`src/rtl/mux_sel_scheduler_pkg.sv`:
```
// Shared definitions for the mux select scheduler: state encoding, channel
// geometry and the enabled-channel search helpers.
// Latency: n/a (package). Backpressure: n/a.
// Contents: ST_IDLE/ST_DWELL, NCH/SEL_W, next_enabled(), first_enabled().
package mux_sched_pkg;

  localparam int NCH   = 4;
  localparam int SEL_W = 2;

  localparam logic [0:0] ST_IDLE  = 1'b0;
  localparam logic [0:0] ST_DWELL = 1'b1;

  typedef struct packed {
    logic             found;
    logic [SEL_W-1:0] idx;
  } nxt_t;

  // Next set bit strictly above cur. Scans downward so the lowest
  // qualifying index is the last one written.
  function automatic nxt_t next_enabled(input logic [NCH-1:0]   mask,
                                        input logic [SEL_W-1:0] cur);
    nxt_t r;
    r = '0;
    for (int i = NCH - 1; i >= 0; i--) begin
      if ((i > int'(cur)) && mask[i]) begin
        r.found = 1'b1;
        r.idx   = SEL_W'(i);
      end
    end
    return r;
  endfunction

  // Lowest set bit; 0 when the mask is empty (callers never rely on that).
  function automatic logic [SEL_W-1:0] first_enabled(input logic [NCH-1:0] mask);
    logic [SEL_W-1:0] idx;
    idx = '0;
    for (int i = NCH - 1; i >= 0; i--) begin
      if (mask[i]) idx = SEL_W'(i);
    end
    return idx;
  endfunction

endpackage

```
`src/rtl/mux_sel_scheduler_dwell_counter.sv`:
```
// Loadable down-counter with a zero flag, used to time the dwell per channel.
// Latency: load/dec take effect on the next clk edge; zero is decoded from the flop.
// Backpressure: none; clr > load > dec priority, dec saturates at zero.
// Ports: clk, rst_n, clr, load, load_val[W], dec -> cnt[W], zero.
module mux_dwell_counter #(
  parameter int W = 8
) (
  input  logic         clk,
  input  logic         rst_n,
  input  logic         clr,
  input  logic         load,
  input  logic [W-1:0] load_val,
  input  logic         dec,
  output logic [W-1:0] cnt,
  output logic         zero
);

  logic [W-1:0] cnt_q;
  logic [W-1:0] cnt_d;

  always_comb begin
    cnt_d = cnt_q;
    if (clr) begin
      cnt_d = '0;
    end else if (load) begin
      cnt_d = load_val;
    end else if (dec && (cnt_q != '0)) begin
      cnt_d = cnt_q - W'(1);
    end
  end

  always_ff @(posedge clk or negedge rst_n) begin
    if (!rst_n) begin
      cnt_q <= '0;
    end else begin
      cnt_q <= cnt_d;
    end
  end

  assign cnt  = cnt_q;
  assign zero = (cnt_q == '0);

endmodule

```
`src/rtl/mux_sel_scheduler.sv`:
```
// Round-robin select driver for a 4:1 mux: dwells on each enabled channel,
// captures the mux output once per channel, publishes a 4-bit sweep result.
// Latency: dwell cycles per channel; sample/sample_valid one cycle after the last capture.
// Backpressure: none; sample_valid is a single-cycle pulse with no ready.
// Ports: clk, rst_n, start, stop, en_mask[4], dwell[DWELL_W], mux_out ->
//        sel[2], sample[4], sample_valid, busy
//        (+ sample_parity when MUX_SCHED_PARITY_EN is defined).
module mux_sel_scheduler #(
  parameter int DWELL_W = 8,
  parameter int NCH     = 4
) (
  input  logic               clk,
  input  logic               rst_n,
  input  logic               start,
  input  logic               stop,
  input  logic [NCH-1:0]     en_mask,
  input  logic [DWELL_W-1:0] dwell,
  input  logic               mux_out,
  output logic [1:0]         sel,
  output logic [NCH-1:0]     sample,
  output logic               sample_valid,
  output logic               busy
`ifdef MUX_SCHED_PARITY_EN
  ,
  output logic               sample_parity
`endif
);

  import mux_sched_pkg::*;

  logic [0:0]         state_q, state_d;
  logic [SEL_W-1:0]   sel_q, sel_d;
  logic [NCH-1:0]     shadow_q, shadow_d;
  logic [NCH-1:0]     mask_q, mask_d;
  logic [DWELL_W-1:0] dwell_q, dwell_d;
  logic [NCH-1:0]     sample_q, sample_d;
  logic               sample_valid_q, sample_valid_d;

  logic               cnt_clr;
  logic               cnt_load;
  logic [DWELL_W-1:0] cnt_load_val;
  logic               cnt_dec;
  logic [DWELL_W-1:0] cnt_val;
  logic               cnt_zero;

  logic [DWELL_W-1:0] dwell_eff;
  logic [NCH-1:0]     shadow_cap;
  nxt_t               nxt;

  // A dwell of 0 would mean "no time on the channel"; run it as 1 cycle.
  assign dwell_eff = (dwell == '0) ? DWELL_W'(1) : dwell;

  mux_dwell_counter #(
    .W (DWELL_W)
  ) u_cnt (
    .clk      (clk),
    .rst_n    (rst_n),
    .clr      (cnt_clr),
    .load     (cnt_load),
    .load_val (cnt_load_val),
    .dec      (cnt_dec),
    .cnt      (cnt_val),
    .zero     (cnt_zero)
  );

  always_comb begin
    state_d        = state_q;
    sel_d          = sel_q;
    shadow_d       = shadow_q;
    mask_d         = mask_q;
    dwell_d        = dwell_q;
    sample_d       = sample_q;
    sample_valid_d = 1'b0;
    cnt_clr        = 1'b0;
    cnt_load       = 1'b0;
    cnt_load_val   = dwell_q - DWELL_W'(1);
    cnt_dec        = 1'b0;

    // The mux is combinational, so mux_out already belongs to sel_q.
    shadow_cap         = shadow_q;
    shadow_cap[sel_q]  = mux_out;
    nxt                = next_enabled(mask_q, sel_q);

    case (state_q)
      ST_IDLE: begin
        // stop wins over a simultaneous start; an empty mask is not a sweep.
        if (start && !stop && (en_mask != '0)) begin
          mask_d       = en_mask;
          dwell_d      = dwell_eff;
          sel_d        = first_enabled(en_mask);
          shadow_d     = '0;
          cnt_load     = 1'b1;
          cnt_load_val = dwell_eff - DWELL_W'(1);
          state_d      = ST_DWELL;
        end
      end

      ST_DWELL: begin
        if (!cnt_zero) begin
          if (stop) begin
            state_d  = ST_IDLE;
            shadow_d = '0;
            cnt_clr  = 1'b1;
          end else begin
            cnt_dec = 1'b1;
          end
        end else if (nxt.found) begin
          // Mid-sweep capture: a stop here abandons the partial result.
          if (stop) begin
            state_d  = ST_IDLE;
            shadow_d = '0;
            cnt_clr  = 1'b1;
          end else begin
            sel_d    = nxt.idx;
            shadow_d = shadow_cap;
            cnt_load = 1'b1;
          end
        end else begin
          // Sweep end always commits, even with a coincident stop. Mask and
          // dwell are only re-sampled here so mid-sweep edits stay invisible.
          sample_d       = shadow_cap;
          sample_valid_d = 1'b1;
          mask_d         = en_mask;
          dwell_d        = dwell_eff;
          shadow_d       = '0;
          if (stop || (en_mask == '0)) begin
            state_d = ST_IDLE;
            cnt_clr = 1'b1;
          end else begin
            sel_d        = first_enabled(en_mask);
            cnt_load     = 1'b1;
            cnt_load_val = dwell_eff - DWELL_W'(1);
          end
        end
      end

      default: begin
        state_d = ST_IDLE;
      end
    endcase
  end

  always_ff @(posedge clk or negedge rst_n) begin
    if (!rst_n) begin
      state_q        <= ST_IDLE;
      sel_q          <= '0;
      shadow_q       <= '0;
      mask_q         <= '0;
      dwell_q        <= '0;
      sample_q       <= '0;
      sample_valid_q <= 1'b0;
    end else begin
      state_q        <= state_d;
      sel_q          <= sel_d;
      shadow_q       <= shadow_d;
      mask_q         <= mask_d;
      dwell_q        <= dwell_d;
      sample_q       <= sample_d;
      sample_valid_q <= sample_valid_d;
    end
  end

`ifdef MUX_SCHED_PARITY_EN
  logic sample_parity_q, sample_parity_d;

  assign sample_parity_d = ^sample_d;

  always_ff @(posedge clk or negedge rst_n) begin
    if (!rst_n) begin
      sample_parity_q <= 1'b0;
    end else begin
      sample_parity_q <= sample_parity_d;
    end
  end

  assign sample_parity = sample_parity_q;
`endif

  assign sel          = sel_q;
  assign sample       = sample_q;
  assign sample_valid = sample_valid_q;
  assign busy         = (state_q == ST_DWELL);

endmodule

```
`config.mk`:
```
export PLATFORM = sky130hd
export DESIGN_NAME = mux_sel_scheduler
export DESIGN_NICKNAME = d
export VERILOG_FILES = /design/src/rtl/mux_sel_scheduler_pkg.sv /design/src/rtl/mux_sel_scheduler_dwell_counter.sv /design/src/rtl/mux_sel_scheduler.sv
export SDC_FILE = /design/constraint.sdc
export NUM_CORES = 1
export LEC_CHECK = 0
export ABC_CLOCK_PERIOD_IN_PS = 2600
export CORE_UTILIZATION = 56
export CTS_CLUSTER_DIAMETER = 150
export DETAILED_ROUTE_END_ITERATION = 7
export GPL_TIMING_DRIVEN = 1
export HOLD_SLACK_MARGIN = 0.03
export PLACE_DENSITY = 0.77
export SLEW_MARGIN = 20
export SYNTH_ARGS = -nofsm -noshare
export SYNTH_HDL_FRONTEND = slang
export SYNTH_SLANG_ARGS = --single-unit
```
`constraint.sdc`:
```
create_clock -name clk -period 2.6 [get_ports clk]
set_clock_uncertainty 0.1 [all_clocks]
set_input_delay 0.65 -clock clk [delete_from_list [all_inputs] [get_ports clk]]
set_output_delay 0.65 -clock clk [all_outputs]
set_load 0.03 [all_outputs]
```
==> summary.txt, run 1 <==
Status
  – Status: finished clean

Clocking
  – Post-CTS setup buffer count: 0
  – Clock sinks: 31
  – Worst-path clk slew: 110 ps
  – CTS resizes: 0
  – Inserted Clock Buffers: 5
  – TritonCTS clock tree: done
  – Hold-fix buffers, CTS: 0
  – Root buffer cell: clkbuf_4
  – Worst-Skew Late Latency: 340 ps
  – Clock H-tree levels: 2
  – Clock Path Buffers: 2

Global routing
  – Total Routing Usage GR: 30.6%
  – Antenna violations before repair: 0
  – Vias in the first global route: 1,936
  – First-pass GRT wire length: 9250 um
  – Met2 usage: 52.2%
  – Busiest grt layer: met2
  – Pin count of the biggest net entering global routing: 32
  – Total grt overflow: 0
  – Met3 GRT Util: 4.38%
  – M1 GR Usage: 39.1%

Job
  – Max-Cap Viols: 0

Logic synthesis
  – Mapped Cells: 228
  – Post-synthesis register bit count: 31
  – Syn avg cell area: 9.02 um^2
  – Synthesized net count: 249
  – Synthesized cell area: 2060 um^2
  – Seq/Total Area, Yosys: 37.7%
  – Synth Warn #: 0
  – Cell variety after synth: 52

Floorplan
  – Row count: 21
  – Placeable Area: 3420 um^2
  – Die footprint: 3920 um^2
  – Initial Util: 60.2%
  – Die Y-Extent: 62.6 um
  – IO Pins: 25
  – Die width: 62.6 um

Routing
  – Vias: 1,942
  – Routed Antenna Nets: 0
  – Initial DRC Count: 144
  – DR WL/cell: 16.0 um
  – DRC errors left: 0
  – Drt total wl: 5310 um
  – Total iterations of the first detailed-routing run: 5
  – Via density per instance: 5.85

Final layout
  – Layout cells sized above 1: 21.7%
  – Post-layout util: 77.7%
  – Post-layout nets: 306
  – Final Cell Area: 2660 um^2
  – Area Growth Syn to Fin: 29.2%
  – # diodes: 0
  – Most frequent cells in the layout: dfrtp_1, buf_4, nand2_1

STA
  – Final setup vio count: 0
  – Hold_ws: 394 ps
  – Slew @ Worst Pin: 457 ps
  – Tcrit/Tclk final: 98.8%
  – Tmin final: 2570 ps
  – Normalized max-slew margin: 69.3%
  – Final hold viol count: 0
  – TNS Setup: 0 ps
  – RSZ-0062 raised after global routing: false
  – Setup WS post-layout: 32.4 ps
  – Slew Limit Fails: 0
  – Fmax: 0.389 GHz

Pwr
  – Switching share of power: 38.1%
  – Max VDD drop: 0.000455 V
  – Logic pwr share: 40.2%
  – Pwr dens: 728 nW/um^2
  – LEAKAGE: 1.18 nW
  – Net switching power: 0.736 mW
  – Part of the power in registers: 38.8%
  – Clock power frac: 21.0%
  – Cell Int Power: 1.20 mW

Setup path
  – Critical path arrival: 2690 ps
  – CP max FO: 3
  – FF-to-FF path depth: 7
  – CP Class: in -> reg
  – Crit path to: u_cnt.cnt[7]
  – R2R setup slack: 240 ps
  – CP Capture Type: flip-flop
  – WP data required: 2720 ps
  – Critical path launch point: dwell[1]
  – Reg-to-Reg Start: u_cnt.cnt[0]
  – Worst setup SP type: input port
  – Worst reg2reg path endpoint: dwell_q[6]

Placed design
  – Routability cong.: 0.936
  – Dpl ws: -260 ps
  – DP Area: 2570 um^2
  – Port bufs: 24
  – Hpwl dp: 4000 um

Min path
  – Worst hold path class: reg -> reg
cell type report:
type	instances	area, um^2
Clock inverter	2	35.0
Sequential cell	31	776
Inverter	9	33.8
Tap cell	46	57.6
Multi-Input combinational cell	182	1210
Clock buffer	6	51.3
Fill cell	264	761
Timing Repair Buffer	56	493
through the flow:
stage	std cells	power [mW]
floorplan	228	1.23
global placement	324	1.50
detailed placement	324	1.53
CTS	332	1.93
global route	332	2.05
finish	332	1.93
Yosys cell counts (all sizes together):
master | count | share of area (%)
o21bai | 3 | 1.8
a31oi | 4 | 1.2
mux2 | 11 | 6.2
a2bb2oi | 1 | 0.43
nor3b | 1 | 0.37
nand2b | 5 | 1.5
dfrtp | 31 | 38
a221oi | 1 | 0.43
a21boi | 1 | 0.37
o221ai | 1 | 0.43
nand3b | 1 | 0.37
xnor2 | 4 | 1.7
nand4 | 5 | 2.3
and3 | 2 | 0.61
o22a | 1 | 0.43
or3 | 6 | 2.3
a22oi | 1 | 0.61
xor2 | 5 | 2.1
inv | 9 | 1.6
or4 | 1 | 0.37
buf | 4 | 1.4
ha | 4 | 2.4
o211ai | 1 | 0.37
o21ai | 17 | 4.1
nor2b | 4 | 1.2
o31ai | 3 | 1.1
nand2 | 29 | 5.5
nor3 | 5 | 1.2
clkbuf | 2 | 0.43
a32o | 2 | 0.97
a211o | 3 | 1.3
o211a | 1 | 0.49
a31o | 1 | 0.43
mux2i | 7 | 3.4
nor4 | 4 | 2.3
a211oi | 1 | 0.37
nor2 | 26 | 4.7
a21oi | 12 | 2.9
o311ai | 1 | 0.43
nand3 | 3 | 0.73
and2 | 4 | 1.2
worst min path at each step:
stage	end	slack (ps)	start	depth (start not counted)
CTS	sample[3]	400	sample[3]	2
global placement	sample[3]	360	sample[3]	2
global route	sample[2]	430	sample[2]	2
floorplan	busy	250	rst_n	0
detailed placement	sample[3]	370	sample[3]	2
finish	sample[1]	390	sample[1]	2
power groups by stage:
stage	clock network, mW	logic, mW	registers [mW]
after floorplan	0	0.434	0.797
after global placement	0	0.749	0.751
after detailed placement	0	0.767	0.760
after CTS	0.406	0.774	0.749
after global routing	0.428	0.848	0.773
final	0.406	0.776	0.750
registers in the layout (all words and copies together) (netlist names):
signal / flops
mask_q: 3
shadow_q: 4
busy: 1
sample_valid: 1
sel: 2
dwell_q: 8
sample: 4
u_cnt.cnt: 8
critical path: stages:
cell	delay [ps]
clkdlybuf4s50_1	440
or3_4	400
or3_4	360
o31ai_1	380
nor2_1	90
a221oi_1	240
o21ai_0	120
layer usage:
layer	routed length [um]	share of wire [%]	up-vias
met2	2630	50	77
met5	0	0	-
met1	2300	43	913
met4	116	2.2	0
met3	261	4.9	17
li1	-	-	935
cell families after synthesis:
group	Yosys count	share of synthesized area, %
AO/OA/AOI/OAI	55	18.2
flip-flops	31	37.7
adder cells (fa/ha/maj)	4	2.43
buffers and inverters	15	3.47
XOR/XNOR	9	3.83
multiplexers	18	9.62
AND/OR/NAND/NOR	96	24.7
Power figures use the tool's default switching activity.
==> inputs of run 2 (changes only) <==
--- a/config.mk
+++ b/config.mk
@@ -6,12 +6,13 @@
 export NUM_CORES = 1
 export LEC_CHECK = 0
 export ABC_CLOCK_PERIOD_IN_PS = 2600
-export CORE_UTILIZATION = 56
+export CORE_UTILIZATION = 40
 export CTS_CLUSTER_DIAMETER = 150
 export DETAILED_ROUTE_END_ITERATION = 7
 export GPL_TIMING_DRIVEN = 1
 export HOLD_SLACK_MARGIN = 0.03
-export PLACE_DENSITY = 0.77
+export PLACE_DENSITY = 0.58
+export SKIP_CTS_REPAIR_TIMING = 1
 export SLEW_MARGIN = 20
 export SYNTH_ARGS = -nofsm -noshare
 export SYNTH_HDL_FRONTEND = slang
==> summary.txt, run 2 (synthesis results as in run 1) <==
Pwr
  – Pwr dens: 750 nW/um^2
  – LEAKAGE: 1.17 nW
  – Max VDD drop: 0.000395 V
  – Total power: 2.01 mW

Setup path
  – CP Capture Type: flip-flop
  – CP Class: in -> reg
  – Max incr delay on CP: 440 ps
  – CP max FO: 3
  – WP data required: 2660 ps
  – Crit-path slowest cell: clkdlybuf4s50_1
  – Worst setup SP type: input port
  – CP cell instances: clkdlybuf4s50_1, or3_4, or3_4, o31ai_2, nor2_1, a221oi_1, o21ai_0
  – Worst path bufs/invs: 1
  – Top Family by Delay on Critical Path: simple AND/OR/NAND/NOR gates
  – Critical path arrival: 2550 ps
  – Most common cell on crit path: or3_4

Final layout
  – # diodes: 0
  – Final Cell Area: 2680 um^2
  – Sequential cell area: 776 um^2
  – Most frequent cells in the layout: dfrtp_1, nand2_1, nor2_1, buf_4, clkdlybuf4s50_1
  – Multi-input logic area: 1210 um^2
  – Layout cells sized above 1: 20.6%
  – Most common cell after layout, fill and taps aside: dfrtp_1
  – Area Growth Syn to Fin: 30.4%
  – Filler cell count: 449
  – Post-layout util: 55.3%
  – Post-layout nets: 301

Floorplan
  – Die footprint: 5430 um^2
  – Row count: 25
  – Placeable Area: 4850 um^2
  – Die width: 73.7 um
  – Initial Util: 42.4%
  – IO Pins: 25
  – Die Y-Extent: 73.7 um

Global routing
  – Antenna violations before repair: 0
  – First-pass GRT wire length: 8500 um
  – Total Routing Usage GR: 21.3%
  – Vias in the first global route: 1,706
  – Total grt overflow: 0
  – Pin count of the biggest net entering global routing: 32

Routing
  – Highest metal used: met4
  – Metal2 WL: 2420 um
  – Met3 WL: 226 um
  – DRC errors left: 0
  – Total iterations of the first detailed-routing run: 4
  – Drt total wl: 5180 um
  – Via density per instance: 5.28
  – Initial DRC Count: 172
  – DR WL/cell: 14.9 um
  – Routed Antenna Nets: 0
  – Vias: 1,838
  – WL met1: 2460 um

Placed design
  – Dpl ws: -248 ps
  – Port bufs: 24
  – Hpwl dp: 3970 um
  – DP Area: 2560 um^2
  – Routability cong.: 0.852

Clocking
  – Clock Path Buffers: 2
  – TritonCTS clock tree: done
  – Root buffer cell: clkbuf_8
  – Clock sinks: 31
  – Inserted Clock Buffers: 5
  – Clock H-tree levels: 2
  – Worst-path clk slew: 70 ps
  – Worst-Skew Late Latency: 290 ps

STA
  – Slew @ Worst Pin: 420 ps
  – Final hold viol count: 0
  – Final setup vio count: 0
  – Setup WS post-layout: 114 ps
  – Slew Limit Fails: 0
  – Normalized max-slew margin: 71.7%
  – Hold_ws: 379 ps
  – Fmax: 0.402 GHz
  – Tcrit/Tclk final: 95.6%
  – Tmin final: 2490 ps

Status
  – Status: finished clean

Job
  – Max-Cap Viols: 0

Min path
  – Worst hold path class: reg -> reg
-- run 2: final timing paths --
kind                              start            to  slack (ps)  depth (start not counted)
min in group asynchronous         rst_n  u_cnt.cnt[3]         650                          2
max                            dwell[1]  u_cnt.cnt[7]         110                          7
max reg2reg                u_cnt.cnt[0]    dwell_q[3]         240                          8
min reg2reg                   sample[0]     sample[0]         380                          2
max in group asynchronous         rst_n     mask_q[1]        1440                          2
min                           sample[0]     sample[0]         380                          2
-- run 2: stage by stage --
stage                     instances  TNS (ps)
after detailed placement        340      -626
after global routing            348     -47.4
after floorplan                 228         0
final                           348         0
after global placement          340      -581
after CTS                       348         0
-- run 2: final cells by class --
cell class / count / area share (%)
clock buffers: 6 / 3.08
repair buffers: 51 / 17.0
well taps: 67 / 3.13
clock inverters: 2 / 1.31
inverters: 9 / 1.26
flip-flops and latches: 31 / 28.9
multi-input cells: 182 / 45.3
-- run 2: power breakdown --
part	total, mW	switching, mW	internal, mW
logic	0.760	0.397	0.363
clock network	0.507	0.197	0.310
registers	0.744	0.142	0.602
-- run 2: worst register-to-register path: stages (launching register included) --
cell and delay [ps]:
dfrtp_1 380, inv_1 120, ha_1 190, nor3b_1 280, and2_1 340, nand4_4 220, nand2_2 150, buf_12 140
mux2_2 330
-- run 2: layer usage --
layer  vias up  track usage, %
met5         -               0
met4         0            7.69
met3         5            2.88
met2        45            33.8
met1       860            29.4
li1        928               -
==> inputs of run 3 (changes only) <==
--- a/config.mk
+++ b/config.mk
@@ -7,6 +7,7 @@
 export LEC_CHECK = 0
 export ABC_CLOCK_PERIOD_IN_PS = 2600
 export CORE_UTILIZATION = 40
+export CTS_BUF_LIST = sky130_fd_sc_hd__clkbuf_4 sky130_fd_sc_hd__clkbuf_8
 export CTS_CLUSTER_DIAMETER = 150
 export DETAILED_ROUTE_END_ITERATION = 7
 export GPL_TIMING_DRIVEN = 1
==> results of run 3 <==
Same layout as run 2: the final DEF is identical, and so are final timing and power.
